==> src/rtl/video_timing_controller.sv <==
// Raster sequencer for the HDMI TMDS path: generates h/v timing, DE and syncs,
// and pulls RGB888 pixels from upstream with a ready/valid handshake.
module video_timing_controller #(
  parameter int H_ACTIVE = 640,
  parameter int H_FP     = 16,
  parameter int H_SYNC   = 96,
  parameter int H_BP     = 48,
  parameter int V_ACTIVE = 480,
  parameter int V_FP     = 10,
  parameter int V_SYNC   = 2,
  parameter int V_BP     = 33,
  parameter int HS_POL   = 0,
  parameter int VS_POL   = 0
) (
  input  logic        clk,
  input  logic        rst,
  input  logic        enable,
  input  logic [23:0] pix_data,
  input  logic        pix_valid,
  output logic        pix_ready,
  input  logic        underflow_clr,
  output logic        de,
  output logic        hsync,
  output logic        vsync,
  output logic [7:0]  red,
  output logic [7:0]  green,
  output logic [7:0]  blue,
  output logic        frame_start,
  output logic        underflow,
  output logic [11:0] hcount,
  output logic [10:0] vcount
);

  // H_TOTAL must not exceed 4096 and V_TOTAL must not exceed 2048 so the
  // counters below cover the full raster.
  localparam int H_TOTAL = H_ACTIVE + H_FP + H_SYNC + H_BP;
  localparam int V_TOTAL = V_ACTIVE + V_FP + V_SYNC + V_BP;
  localparam int HS_START = H_ACTIVE + H_FP;
  localparam int HS_END   = H_ACTIVE + H_FP + H_SYNC;
  localparam int VS_START = V_ACTIVE + V_FP;
  localparam int VS_END   = V_ACTIVE + V_FP + V_SYNC;

  localparam logic HS_ON  = 1'(HS_POL);
  localparam logic VS_ON  = 1'(VS_POL);

  typedef enum logic {
    IDLE,
    RUN
  } state_t;

  state_t      state;
  logic [11:0] h;
  logic [10:0] v;

  logic run;
  logic active;
  logic hs_raw;
  logic vs_raw;
  logic h_last;
  logic v_last;

  // Counters are compared as int so parameter arithmetic never truncates.
  always_comb begin
    run    = (state == RUN);
    h_last = (int'(h) == H_TOTAL - 1);
    v_last = (int'(v) == V_TOTAL - 1);
    active = run && (int'(h) < H_ACTIVE) && (int'(v) < V_ACTIVE);
    hs_raw = run && (int'(h) >= HS_START) && (int'(h) < HS_END);
    vs_raw = run && (int'(v) >= VS_START) && (int'(v) < VS_END);
  end

  assign pix_ready = active;

  // NOTE: every register here is updated with non-blocking assignments so all
  // outputs sample the same pre-edge counter values and stay mutually aligned.
  always_ff @(posedge clk) begin
    if (rst) begin
      state       <= IDLE;
      h           <= '0;
      v           <= '0;
      de          <= 1'b0;
      hsync       <= ~HS_ON;
      vsync       <= ~VS_ON;
      red         <= '0;
      green       <= '0;
      blue        <= '0;
      frame_start <= 1'b0;
      underflow   <= 1'b0;
      hcount      <= '0;
      vcount      <= '0;
    end else begin
      case (state)
        IDLE: begin
          h <= '0;
          v <= '0;
          if (enable) state <= RUN;
        end
        RUN: begin
          if (h_last) begin
            h <= '0;
            if (v_last) begin
              v <= '0;
              // enable only matters at the frame boundary: frames never truncate.
              if (!enable) state <= IDLE;
            end else begin
              v <= v + 11'd1;
            end
          end else begin
            h <= h + 12'd1;
          end
        end
        default: state <= IDLE;
      endcase

      de          <= active;
      hsync       <= hs_raw ? HS_ON : ~HS_ON;
      vsync       <= vs_raw ? VS_ON : ~VS_ON;
      frame_start <= run && (h == '0) && (v == '0);
      hcount      <= h;
      vcount      <= v;

      // A starved active pixel goes out black; the raster itself never stalls.
      if (active && pix_valid) begin
        red   <= pix_data[23:16];
        green <= pix_data[15:8];
        blue  <= pix_data[7:0];
      end else begin
        red   <= '0;
        green <= '0;
        blue  <= '0;
      end

      // Set has priority so a clear cannot hide an underflow in the same cycle.
      if (active && !pix_valid) underflow <= 1'b1;
      else if (underflow_clr)   underflow <= 1'b0;
    end
  end

endmodule

==> config.mk <==
export PLATFORM = sky130hd
export DESIGN_NAME = video_timing_controller
export DESIGN_NICKNAME = d
export VERILOG_FILES = /design/src/rtl/video_timing_controller.sv
export SDC_FILE = /design/constraint.sdc
export NUM_CORES = 1
export LEC_CHECK = 0
export BUFFER_PORTS_ARGS = -buffer_cell sky130_fd_sc_hd__buf_2
export CAP_MARGIN = 20
export CORE_ASPECT_RATIO = 1.5
export CORE_MARGIN = 3
export CORE_UTILIZATION = 50
export CTS_CLUSTER_DIAMETER = 60
export DETAILED_ROUTE_END_ITERATION = 10
export GPL_ROUTABILITY_DRIVEN = 1
export HOLD_SLACK_MARGIN = 0.06
export PLACE_DENSITY = 0.81
export SETUP_SLACK_MARGIN = 0.1
export SYNTH_ARGS = -nofsm -noshare
export SYNTH_HDL_FRONTEND = slang
export SYNTH_SLANG_ARGS = --single-unit
==> constraint.sdc <==
create_clock -name clk -period 2.8 [get_ports clk]
set_clock_uncertainty 0.05 [all_clocks]
set_input_delay 0.28 -clock clk [delete_from_list [all_inputs] [get_ports clk]]
set_output_delay 0.28 -clock clk [all_outputs]
set_load 0.01 [all_outputs]
* Word level (Yosys, flattened, before mapping)
Cells that the tools add are included.
** Word-level totals
- Register bits after elaboration :: 76
- Input port bits :: 29
- Output and inout bits :: 53
- Logic and storage cells :: 54
** Operators by class
- Add/subtract/negate cells :: 2
- Magnitude comparators :: 6
- Equality and inequality tests :: 3
- Mux-type cells :: 13
- Bitwise logic cells :: 2
- Reductions and logical operators :: 15
** Operators with widths (number)
- $lt A12 B10 Y1 const B :: 2
- $pmux W12 S2 :: 1
- $lt A11 B9 Y1 const B :: 2
- $mux W11 :: 2
- $pmux W11 S2 :: 1
- $add A12 B1 Y12 const B :: 1
- $eq A12 B11 Y1 const B :: 1
- $ge A12 B10 Y1 const B :: 1
- $logic_not A12 Y1 :: 1
- $mux W12 :: 1
- $add A11 B1 Y11 const B :: 1
- $eq A11 B11 Y1 const B :: 1
- $ge A11 B9 Y1 const B :: 1
- $logic_not A11 Y1 :: 1
- $logic_and A1 B1 Y1 :: 10
- $mux W1 :: 7
- $ne A2 B1 Y1 const B :: 1
- $not A1 Y1 :: 2
- $pmux W1 S2 :: 1
- $reduce_bool A2 Y1 :: 1
- $reduce_or A2 Y1 :: 1
- $logic_not A1 Y1 :: 1

* Longest topological paths before layout
- Word-level depth :: 6
- Mapped depth :: 6
- Mapped depth without buffers :: 6

* Worst setup path before layout
OpenSTA, ideal clock, no wires.
- Kind :: reg-to-reg
- Start point :: reg h[7]
- End point :: reg v[0]
- Setup time :: 67 ps
- Arrival time :: 1898 ps
- Required time :: 2683 ps
- Path slack :: 785 ps
- Cell stages (with the launch flop) :: 6
- Buffers on the path :: 1
- Period minus slack after synthesis :: 2015 ps
- Cell sequence :: dfxtp_1 -> or4b_4 -> or4_1 -> buf_2 -> or3_1 -> a21oi_2
** On the way
- Word-level cells in the longest chain between the ends :: 2
** Ends and longest elaborated chain
- start: declaration :: RTL line 52 : logic [11:0] h;
- start signal: assignment :: RTL line 109 : h <= h + 12'd1;
- $eq A12 B11 Y1 :: RTL line 65 : h_last = (int'(h) == H_TOTAL - 1);
- $ne A2 B1 Y1 (no line)
- end signal: assignment :: RTL line 106 : v <= v + 11'd1;
- end: declaration :: RTL line 53 : logic [10:0] v;
Every way passes these cells.
A chain may end at the register's enable or synchronous reset.

* Final worst setup path
- Start point :: reg h[4]
- End point :: reg v[10]
Same word-level chain as after synthesis.

==> summary.txt <==
CTS root buffer = clkbuf_8
final setup margin = 0.449 ns
maximum number of pins on one net before global-route repair = 31
max-capacitance violation count = 0
TritonCTS buffer count = 9
minimum clock period = 2.35 ns
sort of element at the start of the critical path = flop
peak per-stage delay on the critical path = 0.59 ns
final-report setup violation count = 0
family with the most delay on the worst path = simple AND/OR/NAND/NOR gates
initial DRC count = 78
# resized after CTS = 0
post-synthesis cell type count = 42
PortBufs = 81
unrepaired setup endpoints after global routing = false
H-tree level count = 3
clock edge transition at the registers on the reported setup and hold paths = 0.08 ns
global-route usage over all layers = 18.4%
TritonCTS clock tree = yes
status = finished clean
Nets = 382
setup_tns = 0 ns
summed instance area of the synthesized netlist = 2680 µm²
dpl hpwl = 4120 µm
maximum net fanout on the critical path = 10
vias in the first global route = 2052
Ant. Diodes = 0
final global-route overflow total = 0
number of antenna violations at the first check in global routing = 0
number of buffers added to fix hold violations after cts = 0
most common cell after layout, fill and taps aside = buf_2
worst ir drop on vdd = 0.404 mV
# Post-CTS Setup Buffers = 0
DRC Markers = 0
ys async rst share = 0%
1st-pass router iterations = 4
maximum root-to-sink buffer count = 2
power per standard cell area = 641 nW/µm²
clock latency on the worst-skew pair = 0.34 ns
number of rows created at floorplan = 32
Syn Inst Count = 266
area delta synth->final = 26.4%
ordered list of cells on the worst path = or4b_4, or4_1, o21ai_1, a21oi_1
achievable frequency = 425 MHz
number of flops mapped to enable cells by yosys = 0
worst path arrival time = 2.50 ns
mean instance size in the synthesized netlist = 10.1 µm²
Initial Utilization = 52.0%
remaining number of nets flagged by the antenna check after routing = 0
Routability Congestion = 0.846
post-placement worst setup slack = 0.513 ns
final core utilization = 65.7%
relative max-transition margin = 63.8%
Ports = 82
global-route wire length before repair = 8850 µm
final slew viol count = 0
yosys synthesis warning count = 0
final hold violation count = 0
core box area = 5160 µm²
DIE AREA = 6300 µm²
critical path buffer and inverter count = 0
post-detailed-route wirelength per cell = 13.0 µm
class of the most critical hold timing path = input pin to flop
Worst Max-Slew Pin Slew = 0.543 ns
total wire length after detailed routing = 5490 µm
ratio of routed vias to standard cells = 5.17
Die Width = 65.8 µm
die extent in y = 95.7 µm
main flop type after synthesis = dfxtp_1
number of sinks on the clock net = 76
Slowest cell on crit path = or4_1
commonest non-fill, non-tap cells in the layout = 81 x buf_2, 76 x dfxtp_1, 26 x and2_1
data required time of the critical path = 2.95 ns
CP endpoint kind = flop
post-synthesis register bit count = 76
fraction of final layout cells sized beyond drive strength 1 = 29.7%
tightest hold margin = 0.0876 ns
detailed-route via count = 2181
final critical-path share of the clock period = 84.0%
Pleak = 1.49 nW
path type of the worst setup path = flop to flop
Syn Nets = 299
Seq/Total Area, Yosys = 56.7%
==> logic make-up after synthesis <==
group | Yosys count | synth area share [%]
AOI/OAI and AO/OA | 29 | 7.51
xor gates and xnor gates | 10 | 3.26
DFF | 76 | 56.7
buffers and inverters | 19 | 2.84
adders and majority gates | 4 | 1.86
and+or+nand+nor | 128 | 27.8
==> area by class of cell <==
cell class | count | area, µm²
inverter | 8 | 30.0
multi-input combinational | 171 | 1090
timing repair buffer | 83 | 420
fill | 409 | 1770
tap | 68 | 85.1
sequential | 76 | 1520
clock inverter | 5 | 108
clock buffer | 11 | 141
==> where the power goes <==
group / leakage [nW] / switching (W) / internal, W / total (W)
registers: 0.615 / 0.00000516 / 0.00109 / 0.00110
clock network: 0.124 / 0.000380 / 0.000621 / 0.00100
logic: 0.751 / 0.0000404 / 0.0000343 / 0.0000747
total: 1.49 / 0.000426 / 0.00175 / 0.00217
==> through the flow <==
stage	area, µm²	instances	total power, W
6_report	3390	422	0.00217
5_1_grt	3390	422	0.00224
4_1_cts	3390	422	0.00220
3_5_place_dp	3140	406	0.00120
3_3_place_gp	3140	406	0.00120
2_1_floorplan	2680	266	0.00116
==> cells in the mapped netlist (5+ instances only) <==
cell	number	area share, %
nand4_1	6	1.4
xor2_1	5	1.6
nand3_1	11	2.1
a21oi_1	8	1.5
and2_1	26	6.1
inv_1	8	1.1
xnor2_1	5	1.6
dfxtp_1	76	57
nor3_1	8	1.5
o21ai_0	7	1.3
clkbuf_1	9	1.3
or3_1	8	1.9
nor2_1	19	2.7
nor2b_1	20	4.7
nand2_1	8	1.1
==> flip-flops by register name (all words and copies together), names as in the netlist <==
| register | cells |
|---|---|
| h | 12 |
| hcount | 12 |
| v | 11 |
| vcount | 11 |
| blue | 8 |
| green | 8 |
| red | 8 |
| de | 1 |
| frame_start | 1 |
| hsync | 1 |
| run | 1 |
| underflow | 1 |
| vsync | 1 |
==> worst paths after layout <==
kind	slack (ns)	endpoint	depth (start not counted)	startpoint
hold / removal	0.09	red[7]	2	pix_data[23]
setup / recovery	0.45	v[10]	4	h[4]
setup reg to reg	0.45	v[10]	4	h[4]
hold reg to reg	0.45	h[0]	1	h[0]
==> worst register-to-register path: cells and delay by family (launching register included) <==
kind	cells	cell delay [ns]
AOI/OAI and AO/OA	2	0.56
DFF	1	0.49
and+or+nand+nor	2	1.11
==> layer usage <==
metal / vias to the layer above / track usage, % / wire length, µm
li1: 1072 / - / -
met5: - / 0 / 0
met1: 994 / 19.5 / 2080
met4: 0 / 11.8 / 170
met2: 103 / 30.2 / 2680
met3: 12 / 7.13 / 562
No activity file was read; power rests on OpenSTA's default activity.
